<file path="src/rtl/cosx_pkg.sv">
// Shared types and widths for the CosX job sequencer: operand/result widths,
// FSM state encoding and the operand FIFO word.
package cosx_pkg;

  localparam int X_W = 10;
  localparam int Y_W = 8;
  localparam int R_W = 10;

  typedef enum logic [1:0] {
    IDLE      = 2'd0,
    START     = 2'd1,
    WAIT_LOW  = 2'd2,
    WAIT_HIGH = 2'd3
  } cosx_seq_state_t;

  typedef struct packed {
    logic [X_W-1:0] x;
    logic [Y_W-1:0] y;
  } cosx_op_t;

endpackage

</file>
<file path="src/rtl/cosx_job_sequencer_if.sv">
// Operand input, accelerator and result output bundle of the CosX job sequencer.
// master = surrounding system (producer, accelerator, consumer); slave = sequencer.
interface cosx_job_sequencer_if
  import cosx_pkg::*;
#(
  parameter int TAG_W = 4
);

  logic             in_valid;
  logic             in_ready;
  logic [X_W-1:0]   in_x;
  logic [Y_W-1:0]   in_y;

  logic             acc_start;
  logic [X_W-1:0]   acc_x;
  logic [Y_W-1:0]   acc_y;
  logic [R_W-1:0]   acc_result;
  logic             acc_ready;

  logic             out_valid;
  logic             out_ready;
  logic [R_W-1:0]   out_result;
  logic [TAG_W-1:0] out_tag;

  logic             busy;

  modport master (
    output in_valid, in_x, in_y, acc_result, acc_ready, out_ready,
    input  in_ready, acc_start, acc_x, acc_y, out_valid, out_result, out_tag, busy
  );

  modport slave (
    input  in_valid, in_x, in_y, acc_result, acc_ready, out_ready,
    output in_ready, acc_start, acc_x, acc_y, out_valid, out_result, out_tag, busy
  );

endinterface

</file>
<file path="src/rtl/cosx_op_fifo.sv">
// Synchronous operand FIFO; pointers carry one extra wrap bit so full/empty
// fall out of a plain pointer compare.
module cosx_op_fifo
  import cosx_pkg::*;
#(
  parameter int DEPTH = 4
) (
  input  logic     clk,
  input  logic     rst,
  input  logic     push,
  input  logic     pop,
  input  cosx_op_t wdata,
  output cosx_op_t rdata,
  output logic     full,
  output logic     empty
);

  localparam int AW = $clog2(DEPTH);

  logic [AW:0] wr_ptr, rd_ptr;
  cosx_op_t    mem [DEPTH];
  logic        do_push, do_pop;

  assign empty   = (wr_ptr == rd_ptr);
  assign full    = (wr_ptr[AW] != rd_ptr[AW]) && (wr_ptr[AW-1:0] == rd_ptr[AW-1:0]);
  assign do_push = push && !full;
  assign do_pop  = pop && !empty;
  assign rdata   = mem[rd_ptr[AW-1:0]];

  always_ff @(posedge clk or posedge rst) begin
    if (rst) begin
      wr_ptr <= '0;
      rd_ptr <= '0;
    end else begin
      if (do_push) wr_ptr <= wr_ptr + 1'b1;
      if (do_pop)  rd_ptr <= rd_ptr + 1'b1;
    end
  end

  // Storage carries no reset; emptiness is defined by the pointers alone.
  always_ff @(posedge clk) begin
    if (do_push) mem[wr_ptr[AW-1:0]] <= wdata;
  end

endmodule

</file>
<file path="src/rtl/cosx_job_sequencer.sv">
// Buffers operand pairs, runs one CosX accelerator job at a time and returns
// tagged results on a valid/ready port. COSX_SEQ_STATS_EN adds job/busy counters.
module cosx_job_sequencer
  import cosx_pkg::*;
#(
  parameter int DEPTH = 4,
  parameter int TAG_W = 4
) (
  input  logic                 clk,
  input  logic                 rst,
  cosx_job_sequencer_if.slave  bus
`ifdef COSX_SEQ_STATS_EN
  ,
  output logic [15:0]          stat_jobs,
  output logic [15:0]          stat_busy_cycles
`endif
);

  cosx_seq_state_t  state;
  cosx_op_t         head;
  logic             full, empty, push, pop, capture;
  logic [TAG_W-1:0] tag_cnt;

  logic             start_q;
  logic [X_W-1:0]   x_q;
  logic [Y_W-1:0]   y_q;
  logic             out_valid_q;
  logic [R_W-1:0]   out_result_q;
  logic [TAG_W-1:0] out_tag_q;

  assign push = bus.in_valid && !full;
  // Issue only when the result register is free or being drained this cycle.
  assign pop = (state == IDLE) && !empty && bus.acc_ready &&
               (!out_valid_q || bus.out_ready);
  assign capture = (state == WAIT_HIGH) && bus.acc_ready;

  cosx_op_fifo #(.DEPTH(DEPTH)) u_fifo (
    .clk   (clk),
    .rst   (rst),
    .push  (push),
    .pop   (pop),
    .wdata ('{x: bus.in_x, y: bus.in_y}),
    .rdata (head),
    .full  (full),
    .empty (empty)
  );

  always_ff @(posedge clk or posedge rst) begin
    if (rst) begin
      state        <= IDLE;
      start_q      <= 1'b0;
      x_q          <= '0;
      y_q          <= '0;
      out_valid_q  <= 1'b0;
      out_result_q <= '0;
      out_tag_q    <= '0;
      tag_cnt      <= '0;
    end else begin
      start_q <= 1'b0;
      if (out_valid_q && bus.out_ready) out_valid_q <= 1'b0;
      case (state)
        IDLE: begin
          if (pop) begin
            x_q     <= head.x;
            y_q     <= head.y;
            start_q <= 1'b1;
            state   <= START;
          end
        end
        START: state <= WAIT_LOW;
        WAIT_LOW: begin
          if (!bus.acc_ready) state <= WAIT_HIGH;
        end
        WAIT_HIGH: begin
          if (bus.acc_ready) begin
            out_result_q <= bus.acc_result;
            out_tag_q    <= tag_cnt;
            out_valid_q  <= 1'b1;
            tag_cnt      <= tag_cnt + 1'b1;
            state        <= IDLE;
          end
        end
        default: state <= IDLE;
      endcase
    end
  end

  assign bus.in_ready   = !full;
  assign bus.acc_start  = start_q;
  assign bus.acc_x      = x_q;
  assign bus.acc_y      = y_q;
  assign bus.out_valid  = out_valid_q;
  assign bus.out_result = out_result_q;
  assign bus.out_tag    = out_tag_q;
  assign bus.busy       = (state != IDLE) || !empty;

`ifdef COSX_SEQ_STATS_EN
  always_ff @(posedge clk or posedge rst) begin
    if (rst) begin
      stat_jobs        <= '0;
      stat_busy_cycles <= '0;
    end else begin
      if (capture && stat_jobs != 16'hFFFF)
        stat_jobs <= stat_jobs + 16'd1;
      if (state != IDLE && stat_busy_cycles != 16'hFFFF)
        stat_busy_cycles <= stat_busy_cycles + 16'd1;
    end
  end
`endif

endmodule
</file>
<file path="src/flat_wrapper.sv">
// flat-port wrapper written by rule: the top's interface ports become plain ports
module cosx_job_sequencer_flat import cosx_pkg::*;
#(
  parameter int DEPTH = 4,
  parameter int TAG_W = 4
)
  (clk, rst, bus_in_valid, bus_in_x, bus_in_y, bus_acc_result, bus_acc_ready, bus_out_ready, bus_in_ready, bus_acc_start, bus_acc_x, bus_acc_y, bus_out_valid, bus_out_result, bus_out_tag, bus_busy);
  cosx_job_sequencer_if #(.TAG_W(TAG_W)) bus_i ();
  input  logic clk;
  input  logic rst;
  input wire logic [$bits(bus_i.in_valid)-1:0] bus_in_valid;
  input wire logic [$bits(bus_i.in_x)-1:0] bus_in_x;
  input wire logic [$bits(bus_i.in_y)-1:0] bus_in_y;
  input wire logic [$bits(bus_i.acc_result)-1:0] bus_acc_result;
  input wire logic [$bits(bus_i.acc_ready)-1:0] bus_acc_ready;
  input wire logic [$bits(bus_i.out_ready)-1:0] bus_out_ready;
  output wire logic [$bits(bus_i.in_ready)-1:0] bus_in_ready;
  output wire logic [$bits(bus_i.acc_start)-1:0] bus_acc_start;
  output wire logic [$bits(bus_i.acc_x)-1:0] bus_acc_x;
  output wire logic [$bits(bus_i.acc_y)-1:0] bus_acc_y;
  output wire logic [$bits(bus_i.out_valid)-1:0] bus_out_valid;
  output wire logic [$bits(bus_i.out_result)-1:0] bus_out_result;
  output wire logic [$bits(bus_i.out_tag)-1:0] bus_out_tag;
  output wire logic [$bits(bus_i.busy)-1:0] bus_busy;
  assign bus_i.in_valid = bus_in_valid;
  assign bus_i.in_x = bus_in_x;
  assign bus_i.in_y = bus_in_y;
  assign bus_i.acc_result = bus_acc_result;
  assign bus_i.acc_ready = bus_acc_ready;
  assign bus_i.out_ready = bus_out_ready;
  assign bus_in_ready = bus_i.in_ready;
  assign bus_acc_start = bus_i.acc_start;
  assign bus_acc_x = bus_i.acc_x;
  assign bus_acc_y = bus_i.acc_y;
  assign bus_out_valid = bus_i.out_valid;
  assign bus_out_result = bus_i.out_result;
  assign bus_out_tag = bus_i.out_tag;
  assign bus_busy = bus_i.busy;
  cosx_job_sequencer #(.DEPTH(DEPTH), .TAG_W(TAG_W)) u_core (.clk(clk), .rst(rst), .bus(bus_i));
endmodule
</file>
<file path="config.mk">
export PLATFORM = sky130hd
export DESIGN_NAME = cosx_job_sequencer_flat
export DESIGN_NICKNAME = d
export VERILOG_FILES = /design/src/rtl/cosx_pkg.sv /design/src/rtl/cosx_job_sequencer_if.sv /design/src/rtl/cosx_op_fifo.sv /design/src/rtl/cosx_job_sequencer.sv /design/src/flat_wrapper.sv
export SDC_FILE = /design/constraint.sdc
export NUM_CORES = 1
export LEC_CHECK = 0
export ABC_AREA = 1
export ABC_CLOCK_PERIOD_IN_PS = 2500
export CORE_ASPECT_RATIO = 0.7
export CORE_MARGIN = 2
export CORE_UTILIZATION = 40
export CTS_BUF_LIST = sky130_fd_sc_hd__clkbuf_2
export CTS_CLUSTER_DIAMETER = 60
export CTS_CLUSTER_SIZE = 10
export DETAILED_ROUTE_END_ITERATION = 6
export SLEW_MARGIN = 0
export SYNTH_ARGS = -nofsm -noshare
export SYNTH_HDL_FRONTEND = slang
export SYNTH_HIERARCHICAL = 1
export SYNTH_SLANG_ARGS = --single-unit
</file>
<file path="constraint.sdc">
create_clock -name clk -period 2.5 [get_ports clk]
set_input_delay 0.375 -clock clk [delete_from_list [all_inputs] [get_ports clk]]
set_output_delay 0.375 -clock clk [all_outputs]
set_load 0.005 [all_outputs]
</file>
=== Word-level counts from Yosys, hierarchy flattened ===
Memory sizes are Yosys's and may differ from the RTL's. A register that Yosys moved wholly into a read port is not among the register bits.
Cells that the tools add are included.

* Bits in registers: 28
* Memory bits (writable): 72
* Bits of input ports: 33
* Output and inout port bits: 36
* Word-level logic and storage cells: 50
* Memories kept: 1

{| class="wikitable"
|+ Memories
! memory !! words !! width !! rd ports !! clocked after Yosys merged registers in !! wr ports !! line !! source
|-
| u_core.u_fifo.mem || 4 || 18 || 1 || 1 || 1 || cosx_op_fifo.sv:21 || <nowiki>cosx_op_t mem [DEPTH];</nowiki>
|}

* Add/sub/neg operators: 3
* Equality and inequality tests: 9
* Multiplexer cells: 11
* Reduce and logical (&&, ||, !) cells: 18

{| class="wikitable"
|+ Operators with widths
! cell !! count
|-
| 1-bit logical AND || 8
|-
| 2-bit one-hot mux with 4 select lines || 1
|-
| 1-bit two-way mux || 7
|-
| 3-bit by 1-bit adder with 3-bit output, second input constant || 2
|-
| 2-bit two-way mux || 3
|-
| 2-bit inequality test, second input constant || 3
|-
| 4-bit by 1-bit adder with 4-bit output, second input constant || 1
|-
| 2-bit equality test, second input constant || 2
|-
| 2-bit AND reduction || 2
|-
| 3-bit equality test || 1
|-
| 1-bit zero test || 3
|-
| 3-bit AND reduction || 1
|-
| 2-bit by 1-bit equality test with 1-bit output, second input constant || 1
|-
| 2-bit equality test || 1
|-
| 2-bit zero test || 1
|-
| 1-bit logical OR || 2
|-
| 2-bit nonzero test || 1
|-
| 1-bit inequality test || 1
|}

=== Depth between registers and ports, before layout ===
Gate-level depths: netlist of run 1.

* Depth after elaboration: 7
* Gate-level depth with buffers: 15
* Depth with buffers taken out: 13

=== Cells and area by module ===
The synthesis of run 1 kept the hierarchy.

{| class="wikitable"
|+ Modules (own cells, without submodules)
! module !! instances !! cells an instance !! area an instance (µm²) !! seq. area each (µm²)
|-
| cosx_op_fifo || 1 || 234 || 3116.7 || 2312.2
|-
| cosx_job_sequencer || 1 || 186 || 1649.1 || 1001.0
|}

=== Least setup slack after synthesis of run 1 ===
Ideal clock, no wire load.

* Kind: flip-flop to flip-flop
* Start: register u_core.u_fifo.rd_ptr[0]
* End: memory u_core/u_fifo/mem[0][0] (netlist bit), enable pin
* Library setup time: 0.393 ns
* Data arrival time: 2.007 ns
* Data required time: 2.107 ns
* Path slack: 0.101 ns
* Cell stages (with the launch flop): 8
* Path buffers: 1
* Period minus slack after synthesis: 2.399 ns
* Cell sequence: dfrtp_1 > buf_6 > xnor2_4 > nand3_4 > inv_1 > nor2_1 > nand2_4 > nor2_1

* Word-level cells in the longest chain between the ends: 7

{| class="wikitable"
|+ Ends and longest elaborated chain
! what !! line !! source
|-
| start: declaration || cosx_op_fifo.sv:20 || <nowiki>logic [AW:0] wr_ptr, rd_ptr;</nowiki>
|-
| start signal: assignment || cosx_op_fifo.sv:36 || <nowiki>if (do_pop) rd_ptr <= rd_ptr + 1'b1;</nowiki>
|-
| 2-bit equality test || cosx_op_fifo.sv:25 || <nowiki>assign full = (wr_ptr[AW] != rd_ptr[AW]) && (wr_ptr[AW-1:0] == rd_ptr[AW-1:0]);</nowiki>
|-
| 1-bit logical AND || cosx_op_fifo.sv:25 ||
|-
| net u_core.full || cosx_job_sequencer.sv:21 || <nowiki>logic full, empty, push, pop, capture;</nowiki>
|-
| 1-bit zero test || cosx_job_sequencer.sv:31 || <nowiki>assign push = bus.in_valid && !full;</nowiki>
|-
| 1-bit logical AND || cosx_job_sequencer.sv:31 ||
|-
| net u_core.push || cosx_job_sequencer.sv:21 ||
|-
| 1-bit logical AND || cosx_op_fifo.sv:26 || <nowiki>assign do_push = push && !full;</nowiki>
|-
| 1-bit two-way mux || cosx_op_fifo.sv:42 || <nowiki>if (do_push) mem[wr_ptr[AW-1:0]] <= wdata;</nowiki>
|-
| 1-bit two-way mux (not written as such) || cosx_op_fifo.sv:42 ||
|-
| end: declaration || cosx_op_fifo.sv:21 ||
|}

The timed path passes the listed nets, and every way through them passes these cells.

=== Worst setup path in the final report of run 1 ===
* Start: register u_core.u_fifo.wr_ptr[0]
* End: output port bus_in_ready

* Word-level cells in the longest chain between the ends: 3

{| class="wikitable"
|+ Ends and longest elaborated chain
! what !! line !! source
|-
| start: declaration || cosx_op_fifo.sv:20 ||
|-
| start signal: assignment || cosx_op_fifo.sv:35 || <nowiki>if (do_push) wr_ptr <= wr_ptr + 1'b1;</nowiki>
|-
| 2-bit equality test || cosx_op_fifo.sv:25 ||
|-
| 1-bit logical AND || cosx_op_fifo.sv:25 ||
|-
| net u_core.full || cosx_job_sequencer.sv:21 ||
|-
| 1-bit zero test || cosx_job_sequencer.sv:88 || <nowiki>assign bus.in_ready = !full;</nowiki>
|-
| end: declaration || flat_wrapper.sv:17 || <nowiki>output wire logic [$bits(bus_i.in_ready)-1:0] bus_in_ready;</nowiki>
|}

The timed path passes the listed nets, and every way through them passes these cells.

==> results of run 1 <==
==> critical path: stages, from the launching register on <==
cell	delay, ns
dfrtp_2	0.48
xnor2_4	0.23
nand3_4	0.13
inv_2	0.07
inv_1	0.04
dlymetal6s2s_1	0.14
==> state kept, by name, summed over array words and instances, names as in the netlist <==
| signal | count |
|---|---|
| u_core/bus.out_tag | 4 |
| u_core/bus.out_result | 10 |
| u_core/tag_cnt | 4 |
| u_core/u_fifo/rd_ptr | 3 |
| u_core/bus.acc_y | 8 |
| u_core/u_fifo/mem | 72 |
| u_core/state | 2 |
| u_core/u_fifo/wr_ptr | 3 |
| u_core/bus.acc_x | 10 |
| u_core/bus.out_valid | 1 |
| u_core/bus.acc_start | 1 |
==> final timing paths <==
kind / start / end / slack (ns) / cells past startpoint
worst min-delay path: bus_acc_result[4] / u_core/bus.out_result[4] / 0.27 / 3
worst max register to register: u_core/u_fifo/wr_ptr[0] / u_core/u_fifo/mem[0][3] / 0.53 / 7
max in group asynchronous: rst / u_core/tag_cnt[2] / 1.33 / 4
worst max-delay path: u_core/u_fifo/wr_ptr[0] / bus_in_ready / 0.40 / 5
min in group asynchronous: rst / u_core/u_fifo/wr_ptr[2] / 0.56 / 3
worst min register to register: u_core/bus.acc_x[1] / u_core/bus.acc_x[1] / 0.50 / 2
==> cells by family after synthesis <==
logic type / count (synthesis) / synth area share
adder cells (fa/ha/maj): 9 / 0.02363
AND/OR/NAND/NOR: 185 / 0.1567
XOR/XNOR: 6 / 0.01496
AO/OA/AOI/OAI: 58 / 0.06563
buffers and inverters: 44 / 0.04384
flip-flops: 118 / 0.6952
==> routing by layer <==
metal,part of all wire,vias up,wire (µm)
met4,0.0085,0,85
met2,0.45,84,4470
met3,0.054,8,537
met1,0.49,1548,4889
met5,0,-,0
li1,-,1585,-
==> area by class of cell <==
| class | instances | area share |
|---|---|---|
| Clock buffer | 20 | 0.01680 |
| Sequential cell | 118 | 0.5567 |
| Timing Repair Buffer | 88 | 0.1428 |
| Multi-Input combinational cell | 258 | 0.2104 |
| Inverter | 28 | 0.01764 |
| Clock inverter | 12 | 0.02268 |
| Tap cell | 157 | 0.03297 |
==> power breakdown <==
| part | internal [mW] | switching (mW) | total, mW |
|---|---|---|---|
| clock | 0.551 | 0.657 | 1.21 |
| sequential | 2.71 | 0.272 | 2.98 |
| combinational | 1.18 | 1.48 | 2.66 |
==> metrics by stage <==
stage / instances / hold slack [ns] / power, mW
after floorplan: 420 / 0.1660 / 4.523
after global placement: 643 / 0.4605 / 5.558
after detailed placement: 643 / 0.4648 / 5.612
after CTS: 679 / 0.2051 / 6.902
after global routing: 681 / 0.1595 / 7.392
final: 681 / 0.2734 / 6.846
==> what timing repair did <==
item | CTS | global route
setup buffers | 3 | 2
endpoints found under the hold margin | 6 | 0
pin swaps | 1 | 3
gates resized for setup | 5 | 3
setup endpoints to repair | 2 | 2
hold buffers | 1 | 0
==> layout by cell type (no fill, tap or decap) <==
| cell type | instances |
|---|---|
| nor2_2 | 1 |
| clkinvlp_4 | 2 |
| inv_2 | 3 |
| nand2_1 | 124 |
| nand3_4 | 2 |
| nand2_4 | 1 |
| dlymetal6s2s_1 | 2 |
| xnor2_4 | 1 |
| bufinv_16 | 3 |
| buf_12 | 1 |
| nor2_1 | 43 |
| o21ai_0 | 38 |
| edfxtp_1 | 72 |
| nand4_1 | 1 |
| clkinv_2 | 3 |
| dfrtp_2 | 3 |
| clkdlybuf4s50_1 | 66 |
| inv_1 | 24 |
| a21oi_1 | 1 |
| ha_1 | 9 |
| nand2_2 | 4 |
| clkinv_1 | 5 |
| o22ai_1 | 18 |
| o21ai_1 | 1 |
| dfrtp_1 | 43 |
| xor2_1 | 4 |
| buf_4 | 18 |
| clkbuf_2 | 20 |
| xnor2_1 | 1 |
| or2_2 | 1 |
| nand3_1 | 8 |
| dlygate4sd3_1 | 1 |
==> flow_summary.ini, run 1 <==
[logic_synthesis]
synthTopCellsByCount = 125 x nand2_1, 72 x edfxtp_1, 46 x dfrtp_1
yosysTopAreaCellShare = 0.4537
yosysMostFrequentCell = nand2_1
synth_edf_count = 72
yosys_warnings = 6
synth-seq-cells = 118
netlist_top_cells_area = edfxtp_1 45%, dfrtp_1 24%, nand2_1 9.8%, o21ai_0 4.0%, nor2_1 3.4%
syn_area_per_cell_um2 = 11.35
yosys.area.top_type = edfxtp_1
yosysSeqAreaShare = 0.6952
ys.flop_type = edfxtp_1
syn_nets = 462
synth_area_um2 = 4766
yosysUniqueCellTypes = 26
synth_cells = 420
async_reset_ff_frac = 0.3898

[timing]
max_freq_mhz = 476.7
rsz0062_at_grt = no
hold_viol = 0
timing.final.ws_setup_ns = 0.4022
drv_slew = 0
tightest_slew_ns = 0.6665
finClkSkew_ns = 0.01965
setup_viol = 0
fin_tns_setup_ns = 0
fin_crit_ns = 2.098
slew_headroom = 0.5529
period_share = 0.8391

[detailed_routing]
wl_per_cell_um = 14.66
drtPass1Iterations = 4
drt_iter0_markers = 184
postRouteAntennaNets = 0
wirelength_um = 9983
drcViolationCount = 0
vias = 3225
vias_per_cell = 4.736

[clock_network]
cts_tree = done
htreeDepth = 4
cts_num_sinks = 118
clk_pin_slew_ns = 0.16
cts_root_buf = clkbuf_2
clock_latency_ns = 0.62
cts_made_buffers = 17
clk_path_buf_depth = 2

[global_route]
busiest_layer = met2
grtUsageMet1 = 0.2265
grt_pass1_wl_um = 16300
met3_usage = 0.05688
antenna_found_initial = 0
use_met2 = 0.2666
track_usage = 0.1699
grt_max_degree = 40
overflow = 0
grt_pass1_vias = 3184

[worst_setup_path]
crit_fanout = 5
end_kind = primary output
crit_required_ns = 2.12
crit_type = flop to primary output
critPathArrivalTime_ns = 1.72
setup.worst_path.start_class = flop

[placed_design]
io_buffers = 68
globalplace.congestion = 0.8386
placed_area_um2 = 5657
dp_hpwl_um = 6516
post-place-ws_ns = 0.4656

[pwr]
leakagePower_nw = 2.513
powerDensity_nw_per_um2 = 1149
irDropWorstVdd_mv = 0.4882

[cells_and_area]
synthToLayoutAreaGrowth_pct = 25.02
diodes = 0
fin_area_um2 = 5958
seq_area_um2 = 3317
drive_above_1_share = 0.1202
multi_input_area_um2 = 1254
fill_cells = 1025
final_nets = 553
fin_util = 0.5117

[run]
maxCapViolations = 0

[hold_path]
worstHoldPathType = input pin to flop

[die]
io_pins = 69
start_util = 0.4093
die_area_um2 = 12820
row_count = 33
coreArea_um2 = 11640
die_x_um = 134.5
die_h_um = 95.33

[run_status]
status = complete, no violations
Power figures use the tool's default switching activity.
==> run 2: changes to the inputs <==
ABC_CLOCK_PERIOD_IN_PS = 1950   (was 2500)
clock period = 1.95 ns   (was 2.5 ns; I/O delays follow)
==> run 2 against run 1 <==
Routed wire length increased by 2.8%. Die area unchanged. Utilization increased by 0.96 points. Critical path type unchanged. Highest routed layer unchanged. Worst setup slack got worse by 0.39 ns.
==> flow_summary.ini, run 2 (synthesis gave the netlist of run 1 again) <==
[run_status]
status = complete, no violations

[pwr]
p_sw_mw = 3.246
powerDensity_nw_per_um2 = 1459
swShare = 0.3666
irDropWorstVdd_mv = 0.6395
power_mw = 8.853
leakagePower_nw = 2.619
p_int_mw = 5.607
clkPwrFrac = 0.153
pwr-share-seq = 0.432
p_comb_frac = 0.415

[placed_design]
io_buffers = 68
globalplace.congestion = 0.8026
placed_area_um2 = 5699
dp_hpwl_um = 6386

[die]
row_count = 33
die_area_um2 = 12820
die_x_um = 134.5
io_pins = 69
start_util = 0.4093
die_h_um = 95.33
coreArea_um2 = 11640

[timing]
hold_viol = 0
drv_slew = 0
setup_viol = 0
slew_headroom = 0.5940
max_freq_mhz = 515.2
period_share = 0.9953
rsz0062_at_grt = yes
fin_tns_setup_ns = 0
tightest_slew_ns = 0.6081
finClkSkew_ns = 0.02398
fin_crit_ns = 1.941

[clock_network]
clk_path_buf_depth = 2
htreeDepth = 4
clock_latency_ns = 0.62
cts_tree = done
cts_num_sinks = 118
cts_made_buffers = 17
cts_root_buf = clkbuf_2
clk_pin_slew_ns = 0.18

[cells_and_area]
largest_reg_flops = 72
mostFrequentLayoutCells = 122 x nand2_1, 72 x edfxtp_1, 60 x clkdlybuf4s50_1
final_nets = 568
fin_util = 0.5213
final_common_cell = nand2_1
drive_above_1_share = 0.1670
diodes = 0
synthToLayoutAreaGrowth_pct = 27.36
fin_area_um2 = 6070

[worst_setup_path]
crit_path_max_incr_delay_ns = 0.46
crit_required_ns = 1.66
crit_fanout = 4
slowest_stage = dfrtp_1
end_kind = primary output
critPathArrivalTime_ns = 1.65
setup.worst_path.start_class = flop
path_cells = inv_2 -> nand2_2 -> nand2_2 -> nand3_2 -> inv_2 -> nand2_1 -> buf_2
crit_type = flop to primary output

[detailed_routing]
vias = 3334
drt_iter0_markers = 180
drcViolationCount = 0
drtPass1Iterations = 6
wirelength_um = 10260
vias_per_cell = 4.790
wl_per_cell_um = 14.75
postRouteAntennaNets = 0

[hold_path]
worstHoldPathType = input pin to flop

[global_route]
overflow = 0
grt_pass1_vias = 3220
track_usage = 0.1705
grt_pass1_wl_um = 16390
antenna_found_initial = 0
grt_max_degree = 39

[run]
maxCapViolations = 0
run 2: power by group through the flow:
| stage | logic, mW | registers, mW | clock network (mW) |
|---|---|---|---|
| floorplan | 1.95 | 3.86 | 0 |
| global placement | 3.33 | 3.86 | 0 |
| detailed placement | 3.38 | 3.90 | 0 |
| CTS | 3.57 | 3.82 | 1.41 |
| global route | 4.12 | 3.91 | 1.52 |
| finish | 3.68 | 3.82 | 1.35 |
run 2: timing repair:
| item | in CTS | in global routing |
|---|---|---|
| gates resized for setup | 16 | 9 |
| endpoints found under the hold margin | 15 | 0 |
| hold buffers | 1 | 0 |
| pin swaps | 4 | 4 |
| setup endpoints to repair | 2 | 17 |
| buffers inserted | 10 | 9 |
run 2: path summary, 6_finish.rpt:
| path | from | slack, ns | endpoint | cells after the start |
|---|---|---|---|---|
| setup / recovery | u_core/u_fifo/rd_ptr[1] | 0.009 | bus_busy | 7 |
| hold / removal | bus_acc_result[9] | 0.21 | u_core/bus.out_result[9] | 3 |
| setup reg to reg | u_core/u_fifo/rd_ptr[1] | 0.14 | u_core/u_fifo/mem[3][10] | 9 |
| hold reg to reg | u_core/bus.out_result[1] | 0.50 | u_core/bus.out_result[1] | 2 |
| max in group asynchronous | rst | 0.95 | u_core/bus.acc_x[2] | 4 |
| min in group asynchronous | rst | 0.49 | u_core/u_fifo/wr_ptr[2] | 3 |
run 2: through the flow:
stage / cells / setup WS, ns / hold WS (ns)
final: 696 / 0.009183 / 0.2077
after global routing: 696 / -0.1940 / 0.09100
after CTS: 687 / -0.07217 / 0.1422
after detailed placement: 644 / 0.04130 / 0.4636
after global placement: 644 / 0.1312 / 0.4617
after floorplan: 420 / -0.1698 / 0.08346
run 2: area by class of cell:
type	instances	area, µm²
fill	1062	5574
sequential	118	3316
multi-input combinational	258	1261
timing repair buffer	103	988.4
tap	157	196.4
clock inverter	14	112.6
inverter	28	105.1
clock buffer	18	90.09
run 2: worst max-delay path: cells and delay by family, from the launching register on:
kind,cells,cell delay [ns]
DFF,1,0.46
and+or+nand+nor,4,0.31
buffers and inverters,3,0.29
run 2: metal layers:
metal / GRT usage / vias to the layer above / part of all wire
met5: 0 / - / 0
met4: 0.03860 / 0 / 0.0045
met3: 0.06273 / 4 / 0.063
met2: 0.2615 / 103 / 0.45
met1: 0.2339 / 1614 / 0.48
li1: - / 1613 / -
